### src/rtl/esp8266_frame_decoder.sv
// Decodes ESP8266 UART payloads of the form <prefix>:<payload><CR>.
// Payload bytes that follow START_CHAR are gathered in a shadow buffer and
// handed to the application in one step when END_CHAR arrives.
// Ports:
//   clk, rst         - system clock, asynchronous active-low reset
//   rx_int, rx_data  - UART busy flag (a falling edge marks a byte) and that byte
//   data             - committed payload, first byte in the MSBs
//   data_len         - number of payload bytes in the committed frame
//   frame_valid      - one-cycle pulse when data/data_len/overflow update
//   overflow         - committed frame carried more than MAX_BYTES bytes
//   busy             - a frame is being collected
module esp8266_frame_decoder #(
  parameter int unsigned MAX_BYTES   = 3,
  parameter int unsigned LEN_W       = 2,
  parameter logic [7:0]  START_CHAR  = 8'h3A,
  parameter logic [7:0]  END_CHAR    = 8'h0D,
  parameter logic [7:0]  PAD_CHAR    = 8'h20,
  parameter int unsigned TIMEOUT_CYC = 0
) (
  input  logic                   clk,
  input  logic                   rst,
  input  logic                   rx_int,
  input  logic [7:0]             rx_data,
  output logic [8*MAX_BYTES-1:0] data,
  output logic [LEN_W-1:0]       data_len,
  output logic                   frame_valid,
  output logic                   overflow,
  output logic                   busy
);

  localparam int unsigned DATA_W   = 8 * MAX_BYTES;
  // Keep the timer at least one bit wide so the disabled case still elaborates.
  localparam int unsigned TMR_W    = (TIMEOUT_CYC > 0) ? $clog2(TIMEOUT_CYC + 1) : 1;
  localparam int unsigned TMR_LAST = (TIMEOUT_CYC > 0) ? TIMEOUT_CYC - 1 : 0;
  localparam logic [DATA_W-1:0] PAD_FILL = {MAX_BYTES{PAD_CHAR}};

  typedef enum logic {
    S_IDLE,
    S_COLLECT
  } state_e;

  state_e              state_q, state_d;
  logic                rx_int_d_q, rx_int_d_d;
  logic [DATA_W-1:0]   shadow_q, shadow_d;
  logic [LEN_W-1:0]    count_q, count_d;
  logic                ovf_q, ovf_d;
  logic [TMR_W-1:0]    timer_q, timer_d;
  logic [DATA_W-1:0]   data_q, data_d;
  logic [LEN_W-1:0]    data_len_q, data_len_d;
  logic                frame_valid_q, frame_valid_d;
  logic                overflow_q, overflow_d;
  logic                busy_q, busy_d;
  logic                byte_stb_c;

  // One strobe per falling edge of the UART busy flag.
  assign byte_stb_c = rx_int_d_q & ~rx_int;

  // Next-state, shadow buffer and commit logic.
  always_comb begin
    state_d       = state_q;
    rx_int_d_d    = rx_int;
    shadow_d      = shadow_q;
    count_d       = count_q;
    ovf_d         = ovf_q;
    timer_d       = timer_q;
    data_d        = data_q;
    data_len_d    = data_len_q;
    frame_valid_d = 1'b0;
    overflow_d    = overflow_q;

    case (state_q)
      S_IDLE: begin
        if (byte_stb_c && (rx_data == START_CHAR)) begin
          state_d  = S_COLLECT;
          shadow_d = PAD_FILL;
          count_d  = '0;
          ovf_d    = 1'b0;
          timer_d  = '0;
        end
      end
      S_COLLECT: begin
        if (byte_stb_c) begin
          // A byte always wins over a coincident timeout.
          timer_d = '0;
          if (rx_data == END_CHAR) begin
            data_d        = shadow_q;
            data_len_d    = count_q;
            overflow_d    = ovf_q;
            frame_valid_d = 1'b1;
            state_d       = S_IDLE;
          end else if (rx_data == START_CHAR) begin
            shadow_d = PAD_FILL;
            count_d  = '0;
            ovf_d    = 1'b0;
          end else if (count_q < LEN_W'(MAX_BYTES)) begin
            for (int unsigned k = 0; k < MAX_BYTES; k++) begin
              if (count_q == LEN_W'(k)) begin
                shadow_d[8*(MAX_BYTES-k)-1 -: 8] = rx_data;
              end
            end
            count_d = count_q + LEN_W'(1);
          end else begin
            ovf_d = 1'b1;
          end
        end else if (TIMEOUT_CYC != 0) begin
          if (timer_q == TMR_W'(TMR_LAST)) begin
            state_d = S_IDLE;
          end else begin
            timer_d = timer_q + TMR_W'(1);
          end
        end
      end
      default: state_d = S_IDLE;
    endcase

    busy_d = (state_d == S_COLLECT);
  end

  // State and output registers.
  always_ff @(posedge clk or negedge rst) begin
    if (!rst) begin
      state_q       <= S_IDLE;
      rx_int_d_q    <= 1'b0;
      shadow_q      <= PAD_FILL;
      count_q       <= '0;
      ovf_q         <= 1'b0;
      timer_q       <= '0;
      data_q        <= PAD_FILL;
      data_len_q    <= '0;
      frame_valid_q <= 1'b0;
      overflow_q    <= 1'b0;
      busy_q        <= 1'b0;
    end else begin
      state_q       <= state_d;
      rx_int_d_q    <= rx_int_d_d;
      shadow_q      <= shadow_d;
      count_q       <= count_d;
      ovf_q         <= ovf_d;
      timer_q       <= timer_d;
      data_q        <= data_d;
      data_len_q    <= data_len_d;
      frame_valid_q <= frame_valid_d;
      overflow_q    <= overflow_d;
      busy_q        <= busy_d;
    end
  end

  assign data        = data_q;
  assign data_len    = data_len_q;
  assign frame_valid = frame_valid_q;
  assign overflow    = overflow_q;
  assign busy        = busy_q;

endmodule
### config.mk
export PLATFORM = sky130hd
export DESIGN_NAME = esp8266_frame_decoder
export DESIGN_NICKNAME = d
export VERILOG_FILES = /design/src/rtl/esp8266_frame_decoder.sv
export SDC_FILE = /design/constraint.sdc
export NUM_CORES = 1
export LEC_CHECK = 0
export CAP_MARGIN = 25
export CORE_MARGIN = 2
export CORE_UTILIZATION = 45
export DETAILED_ROUTE_END_ITERATION = 10
export HOLD_SLACK_MARGIN = 0.05
export PLACE_DENSITY = 0.82
export SETUP_SLACK_MARGIN = 0.2
export SLEW_MARGIN = 20
export SYNTH_ARGS = -nofsm -noshare
export SYNTH_HDL_FRONTEND = slang
export SYNTH_SLANG_ARGS = --single-unit
### constraint.sdc
create_clock -name clk -period 1.5 [get_ports clk]
set_input_delay 0.3 -clock clk [delete_from_list [all_inputs] [get_ports clk]]
set_output_delay 0.3 -clock clk [all_outputs]
set_load 0.05 [all_outputs]
==> results.md, run 1 <==
- Finished layout cell area: approximately 0.0043 mm^2
- Pwr Density: between 1000 and 1500 mW/mm^2
- Via density: between 5 and 6
- Leakage: 2.01 nW
- Most frequent cells in the layout: dfrtp_1 (50), buf_12 (35), buf_4 (32)
- Largest net degree at the start of global routing: 45
- Filler Cells Inserted: 276
- Clk pwr share: roughly a quarter
- GRT Overall Usage: between 20% and 30%
- I/O pin count: 40
- CTS tree: done
- Final WS setup: -0.148 ns
- Post-synthesis sequential area ratio: between 50 and 60%
- Compound-cell area share of the yosys netlist: under 10%
- DRT Pass-1 Iters: 4
- Mux cell area share after synthesis: 20.3%
- Largest family of logic cells by synthesized area: multiplexers
- #FFs+latches synth: between 50 and 60
- Initial DRC count: 83
- Setup-failing EPs final: 53
- Multi-input gate area: between 0.001 and 0.0015 mm^2
- CP max stage delay: ~0.42 ns
- Worst Setup Path Type: reg2reg
- Worst hold path type: in2reg
- Cts bufs inserted: 9
- Antenna violation net count after detailed routing: 0
- Synthesized Nets: roughly 180
- DRC Markers: 0
- Final Util: about four fifths
- IO buf count: 39
- Synth area leader: dfrtp_1
- Xor/xnor share of the synthesized area: 0%
- Yosys cell types: 33
- Max Freq: 0.607 GHz
- Gr busiest metal: met2
- CP cell instances: buf_6 > inv_6 > ha_4 > and2_4 > o21ai_4 > mux2_4
- Clock slew at reported path FFs: roughly 0.07 ns
- Die Area: 0.00613 mm^2
- Synth area leaders: dfrtp_1 (51%), mux2_2 (15%), dfstp_2 (6.3%)
- Clk_skew: approximately 0.012 ns
- Row cnt: 27
- Critical path's slowest cell: dfrtp_1
- Post-Synth Simple-Gate Area: under 10%
- Initial antenna violation count: 0
- Crit path launch type: flop
- Worst IR Drop VDD: a little under 0.8 mV
- Clk Latency, worst-skew pair: ~0.34 ns
- Syn Area/Cell: between 10 and 15 um^2
- First-pass GRT wire length: roughly 11000 um
- Share of layout cells above drive strength 1: between 60% and 70%
- CTS Sinks: 57
- # nets final: about 290
- Pre-CTS setup slack: -0.779 ns
- Number of global-route vias before repair: 2026
- Core area: approximately 0.0054 mm^2
- Total power: roughly 5.6 mW
- Max-slew violation total from the final report: 0
- Slew @ Worst Pin: 0.350 ns
- Final Instance Count excl. Fillers: between 300 and 400
- Failing checks: negative setup slack
- Die X-Extent: around 78 um
- FF/Latch Area: 0.00144 mm^2
- Wirelength, routed: approximately 6800 um
- Cells after Synth: about 170
- Leading cell type in the layout, fill and taps excluded: dfrtp_1
- Area growth, synth to finish: 71.5%
- Post-layout min period: 1.65 ns
- Deepest clock path buffer count: 2
- Ys Warns: 0
- Initial core utilization: 45.9%
- Root buffer cell: clkbuf_8
- GRT met2 Usage: between 30% and 40%
- Diode count: 0
- Final GP Congestion: ~0.89
- Placed wire-length estimate: around 3800 um
- Area share of fa/ha/maj cells after synthesis: 2.02%
- CP endpoint kind: flop
- NetSw: between 1.5 and 2 mW
- Internal: 3.94 mW
- Final cycle utilization of the critical path: 110%
- Share of the synthesized area in the top cell type: ~51%
- WP data required: ~1.7 ns
- Status: complete, but fails checks
- Crit Path Max Fanout: 6
- Share of total power in combinational logic: approximately 34%
- Total vias in the final route: 1847
- Die Span Y: around 78 um
- H-tree Lvls: 3
- Final Hold Fails: 0
- Sw Share: slightly above 30%
- Slew margin rel.: 76.5%
- Per-cell routed wire length: 19.5 um
- Met1 usage in global routing: about 30%
- RSZ-0062 raised after global routing: true
- Met3 usage in global routing: roughly 5.4%
- CP arrival: between 1.5 and 2 ns
- Synthesized area: roughly 0.0025 mm^2
- Congestion Overflow GR: 0
- Area after DPL: roughly 0.0035 mm^2
- Seq pwr share: between 30% and 40%
- Placed Cells: between 300 and 400
- Max Cap Violations: 0
logic make-up after synthesis:
kind of cell | count (synthesis)
mux | 42
fa+ha+maj | 4
buf+inv | 11
compound gates | 23
flops | 57
simple gates | 32
sequential cells by signal, summed over array words and instances, names as in the netlist:
signal and count:
data 24, frame_valid 1, overflow 1, busy 1
shadow_q 24, data_len 2, count_q 2, ovf_q 1
rx_int_d_q 1
layer usage:
metal | share of wire, % | routed length [um]
met3 | 3.8 | 258
met4 | 1.9 | 127
met2 | 52 | 3510
met5 | 0 | 0
met1 | 42 | 2880
worst max-delay path: cells and delay by family (launching register included):
| kind | cells | cell delay [ns] |
|---|---|---|
| AOI/OAI and AO/OA | 1 | 0.28 |
| adders and majority gates | 1 | 0.16 |
| buffers and inverters | 2 | 0.19 |
| DFF | 1 | 0.42 |
| muxes | 1 | 0.34 |
| and+or+nand+nor | 1 | 0.14 |
path summary, 6_finish.rpt:
path                              start            to  slack [ns]  cells after the start
max in group asynchronous           rst       data[5]        0.50                      3
min                          rx_data[1]   shadow_q[9]        0.37                      4
max                          count_q[1]  shadow_q[14]       -0.15                      6
min in group asynchronous           rst      data[20]        0.38                      2
max reg2reg                  count_q[1]  shadow_q[14]       -0.15                      6
min reg2reg                shadow_q[19]  shadow_q[19]        0.49                      1
repair_timing:
action / CTS / global route
setup buffers: 9 / 9
pin swaps: 9 / 12
resized for setup: 75 / 24
gates cloned: 4 / 0
hold buffers: 1 / 0
endpoints found under the setup margin: 60 / 60
hold endpoints to repair: 13 / 0
through the flow:
stage	hold slack [ns]	setup TNS [ns]
floorplan	0.00441	-8.20
finish	0.367	-4.89
global placement	0.217	-37.05
global route	0.365	-5.94
detailed placement	0.228	-37.74
CTS	0.357	-3.27
power groups by stage:
| stage | combinational (mW) | clock (mW) | sequential, mW |
|---|---|---|---|
| final | 1.91 | 1.48 | 2.25 |
| after global routing | 2.02 | 1.58 | 2.29 |
| after CTS | 1.62 | 1.50 | 2.23 |
| after detailed placement | 1.23 | 0 | 2.22 |
| after global placement | 1.21 | 0 | 2.21 |
| after floorplan | 0.645 | 0 | 2.21 |
synthesized netlist by cell type:
library cell	instances
a21boi_0	1
a31oi_1	2
and2_1	7
buf_2	2
buf_6	2
clkbuf_1	3
dfrtp_1	51
dfstp_2	6
ha_1	4
inv_1	4
mux2_1	1
mux2_2	33
mux2_4	8
nand2_1	2
nand2b_1	2
nand3_1	2
nand3_2	1
nand4_1	9
nand4b_1	1
nor2_1	1
nor2_4	1
nor2b_1	2
nor3b_1	1
nor4_4	1
o21a_1	1
o21ai_0	4
o21ai_4	3
o2bb2ai_1	9
o31a_4	1
o31ai_1	1
o32a_1	1
or3b_1	1
or4b_4	1
layout make-up:
| cell class | instances | share of cell area [%] |
|---|---|---|
| clock buffer | 11 | 3.55 |
| tap | 72 | 2.12 |
| inverter | 4 | 0.646 |
| sequential | 57 | 33.7 |
| multi-input combinational | 101 | 28.2 |
| timing repair buffer | 97 | 30.6 |
| clock inverter | 5 | 1.26 |
(Power assumes the default switching activity.)
==> inputs of run 2 (changes only) <==
PLACE_DENSITY = 0.79   (was 0.82)
clock period = 2 ns   (was 1.5 ns; I/O delays follow)
==> run 2 against run 1 <==
Against the previous run:
- the run now ends clean
- core utilization down 14 points
- die area did not move
- critical path depth grew 1
- sequential power down 27%
- power shrank 36%
- design area fell by 18%
- wire length down 23%
- cell count decreased by 6.1%
- critical endpoint is now data[19]
- highest routed layer unchanged
==> results.md, run 2 (synthesis results as in run 1) <==
- Status: completed
- Antenna violation net count after detailed routing: 0
- Final WS setup: 0.220 ns
- # nets final: about 260
- Area growth, synth to finish: 40.2%
- Root buffer cell: clkbuf_8
- I/O pin count: 40
- Worst Setup Path Type: in2reg
- CTS Sinks: 57
- Setup-failing EPs final: 0
- Deepest clock path buffer count: 2
- First-pass GRT wire length: about 8600 um
- GRT Overall Usage: between 10% and 20%
- CP cell instances: clkdlybuf4s15_1 > or4b_4 > buf_6 > nor2_4 > nand3_4 > buf_6 > mux2_4
- IO buf count: 39
- Initial core utilization: 45.9%
- Crit-path leading delay family: simple AND/OR/NAND/NOR gates
- Die X-Extent: just under 80 um
- Clk Latency, worst-skew pair: between 0.3 and 0.4 ns
- DRT Pass-1 Iters: 6
- Most frequent cells in the layout: dfrtp_1 (50), buf_4 (34), dlygate4sd2_1 (27)
- Reg2Reg Setup Slack: 0.29 ns
- DRC Markers: 0
- Number of global-route vias before repair: between 1500 and 2000
- Per-cell routed wire length: between 15 and 20 um
- Max Cap Violations: 0
- Die Area: roughly 0.0061 mm^2
- Crit path launch type: primary input
- Leading cell type in the layout, fill and taps excluded: dfrtp_1
- Critical Path Stages: 7
- Max-slew violation total from the final report: 0
- Clk_skew: between 0.009 and 0.01 ns
- Worst path most repeated cell: buf_6
- Row cnt: 27
- Cts bufs inserted: 9
- CTS tree: done
- CP max stage delay: just over 0.5 ns
- Diode count: 0
- Core area: ~0.0054 mm^2
- R2R Path End: shadow_q[10]
- Worst IR Drop VDD: about 0.63 mV
- Pwr Density: between 1000 and 1500 mW/mm^2
- Final GP Congestion: about 0.86
- Critical path's slowest cell: or4b_4
- Pre-CTS setup slack: -0.392 ns
- Initial antenna violation count: 0
- Finished layout cell area: approximately 0.0035 mm^2
- H-tree Lvls: 3
- Filler Cells Inserted: 442
- Area after DPL: about 0.0032 mm^2
- Worst hold path type: in2async
- Congestion Overflow GR: 0
- CP Capture Point: data[19]
- Crit Path Max Fanout: 10
- Worst Reg2Reg Path Length in Cells: 5
- Share of layout cells above drive strength 1: 47.2%
- Initial DRC count: 92
- CP arrival: roughly 2.0 ns
- Leakage: 1.82 nW
- Setup TNS: 0 ns
- Via density: between 5 and 6
- Largest net degree at the start of global routing: 25
- WP data required: roughly 2.2 ns
- RSZ-0062 raised after global routing: true
- Die Span Y: a little under 80 um
- Final cycle utilization of the critical path: 89.0%
- Clock slew at reported path FFs: roughly 0.070 ns
- WP buf/inv: 3
- CP startpoint: rx_data[4]
- Total vias in the final route: between 1500 and 2000
- Slew margin rel.: about three fifths
- Placed wire-length estimate: about 3600 um
- Slew @ Worst Pin: between 0.5 and 0.6 ns
- Wirelength, routed: around 5200 um
- CP endpoint kind: flop
- Final Hold Fails: 0
- Max Freq: ~0.56 GHz
- FF-to-FF Start: count_q[0]
- Post-layout min period: ~1.8 ns
-- run 2: worst min-delay path by stage --
stage,start,endpoint,slack [ns],cells past startpoint
2_1_floorplan,rst,busy,0.10,0
3_3_place_gp,rst,data[18],0.42,1
3_5_place_dp,rst,data[18],0.42,1
4_1_cts,rst,shadow_q[22],0.05,1
5_1_grt,rst,shadow_q[22],0.08,1
6_report,rst,shadow_q[22],0.05,1
-- run 2: cell type report --
class                      instances  area [um^2]  area share, %
clock buffer                      11          141           4.06
clock inverter                     5         56.3           1.62
inverter                           4         15.0          0.431
multi-input combinational        101         1070           30.6
sequential                        57         1440           41.2
tap                               72         90.1           2.59
timing repair buffer              76          678           19.5
-- run 2: power breakdown --
group	switching, mW	internal (mW)
registers	0.190	1.46
clock network	0.447	0.606
logic	0.401	0.511
-- run 2: stage by stage --
stage                     std cells  utilization [%]  hold WS (ns)  total power, mW
final                           326             64.4        0.0549             3.62
after global routing            326             64.4        0.0790             3.82
after CTS                       321             62.7        0.0510             3.61
after detailed placement        303             58.4         0.423             2.43
after global placement          303             58.4         0.423             2.41
after floorplan                 169                -         0.104             2.14
-- run 2: repair_timing --
action                     CTS  global route
gates resized for setup     49            13
setup buffers                2             3
hold buffers                 0             0
gates cloned                 0             2
setup endpoints to repair   77            36
pin swaps                    3             7
-- run 2: metal layers --
layer,vias up,wire length (um),global-route usage (%)
li1,781,-,-
met1,852,2390,24.2
met2,28,2580,28.9
met3,6,205,6.67
met4,0,70,7.37
met5,-,0,0
==> inputs of run 3 (changes only) <==
CAP_MARGIN = 10   (was 25)
CORE_MARGIN = 1.5   (was 2)
PLACE_DENSITY = 0.72   (was 0.79)
==> run 3 against run 2 <==
Against the previous run:
- sequential power about the same
- critical path depth unchanged
- sequential share of layout area increased by 0.074 points
- setup slack got worse by 0.0011 ns
- largest cell class unchanged
- highest routed layer unchanged
==> results.md, run 3 (synthesis results as in run 1) <==
- Status: completed
- Pwr Density: between 1000 and 1500 mW/mm^2
- CP endpoint kind: flop
- Worst hold path type: in2reg
- Slew @ Worst Pin: just over 0.5 ns
- Clock slew at reported path FFs: ~0.070 ns
- I/O pin count: 40
- Worst IR Drop VDD: between 0.5 and 0.6 mV
- Largest net degree at the start of global routing: 40
- Final WS setup: between 0.2 and 0.25 ns
- Via density: 5.30
- Max Freq: roughly 0.56 GHz
- WP data required: about 2.2 ns
- Post-layout min period: between 1.5 and 2 ns
- Number of global-route vias before repair: 1848
- Initial core utilization: roughly 48%
- Initial antenna violation count: 0
- CTS Sinks: 57
- Die Span Y: around 77 um
- FF/Latch Area: approximately 0.0014 mm^2
- Most frequent cells in the layout: dfrtp_1 (50), buf_4 (31), dlygate4sd2_1 (28)
- Root buffer cell: clkbuf_8
- First-pass GRT wire length: between 9000 and 10000 um
- Final GP Congestion: between 0.8 and 0.9
- # nets final: 265
- Clk Latency, worst-skew pair: between 0.3 and 0.4 ns
- Cts bufs inserted: 9
- Max Cap Violations: 0
- GRT Overall Usage: a little over a fifth
- IO buf count: 39
- DRC Markers: 0
- RSZ-0062 raised after global routing: false
- Leading cell type in the layout, fill and taps excluded: dfrtp_1
- Diode count: 0
- Core area: 0.00520 mm^2
- DRT Pass-1 Iters: 4
- Slew margin rel.: between 60% and 70%
- Wirelength, routed: ~6000 um
- Final Hold Fails: 0
- CTS tree: done
- Max-slew violation total from the final report: 0
- CP arrival: roughly 2.0 ns
- Final Util: 66.8%
- Setup-failing EPs final: 0
- Crit path launch type: primary input
- Die X-Extent: 77.3 um
- Fin Hold WS: 0.464 ns
- H-tree Lvls: 3
- Placed Cells: roughly 300
- Antenna violation net count after detailed routing: 0
- Placed wire-length estimate: ~3900 um
- Multi-input gate area: between 0.001 and 0.0015 mm^2
- Die Area: 0.00597 mm^2
- Worst Setup Path Type: in2reg
- Share of layout cells above drive strength 1: 47.8%
- Pre-CTS setup slack: -0.381 ns
- Clk_skew: ~0.011 ns
- Crit Path Max Fanout: 5
- Area growth, synth to finish: 39.9%
- Per-cell routed wire length: around 18 um
- Row cnt: 26
- Congestion Overflow GR: 0
- Total power: 3.72 mW
- Initial DRC count: 94
- Total vias in the final route: roughly 1700
- Filler Cells Inserted: between 400 and 500
- Final cycle utilization of the critical path: 89.1%
- Deepest clock path buffer count: 2
- Final Instance Count excl. Fillers: 325
- Leakage: ~1.8 nW
==> run 3: changes by cell type in the layout (fill, tap and decap cells not counted), moves of 3 or more <==
cell / before / now
buf_6: 3 / 7
buf_4: 34 / 31
mux2_4: 23 / 18
and2_4: 0 / 3
and2_1: 7 / 4
mux2_2: 19 / 24
==> run 3: layer usage <==
metal	vias up	wire (um)	GRT usage, %
li1	785	-	-
met1	880	2740	29.4
met2	48	2760	33.4
met3	10	244	4.29
met4	0	93	9.27
met5	-	0	0
==> run 3: metrics by stage <==
stage	instance area, um^2	TNS [ns]
after floorplan	2490	0
after global placement	3120	-14.49
after detailed placement	3120	-15.62
after CTS	3400	0
after global routing	3480	0
final	3480	0
==> run 3: worst paths after layout <==
| check | startpoint | end | slack [ns] | cells past startpoint |
|---|---|---|---|---|
| max in group asynchronous | rst | data[5] | 0.79 | 3 |
| worst min-delay path | rx_data[4] | shadow_q[20] | 0.46 | 4 |
| worst min register to register | shadow_q[20] | shadow_q[20] | 0.49 | 1 |
| min in group asynchronous | rst | overflow | 0.57 | 2 |
| worst max register to register | count_q[0] | shadow_q[21] | 0.28 | 6 |
| worst max-delay path | rx_data[1] | data[17] | 0.22 | 7 |
==> run 3: worst max-delay path, cell delays in order <==
cell,delay (ns)
clkdlybuf4s15_2,0.19
or4b_4,0.50
buf_6,0.14
nor2_4,0.12
nand3_4,0.16
buf_4,0.20
mux2_4,0.29
==> run 3: power by group <==
group	internal (mW)	switching (mW)
Clock	0.643	0.453
Combinational	0.528	0.436
Sequential	1.46	0.192
Total	2.64	1.08
==> run 3: repair_timing <==
action	in CTS	in global routing
resized for setup	50	14
hold endpoints to repair	17	0
pin swaps	5	9
gates cloned	0	1
hold buffers	1	0
endpoints found under the setup margin	76	25
buffers inserted	6	3
==> run 3: final cells by class <==
class | count | share of cell area (%)
Clock inverter | 4 | 1.48
Tap cell | 70 | 2.52
Inverter | 4 | 0.432
Sequential cell | 57 | 41.3
Multi-Input combinational cell | 101 | 30.2
Timing Repair Buffer | 77 | 19.7
Clock buffer | 12 | 4.46
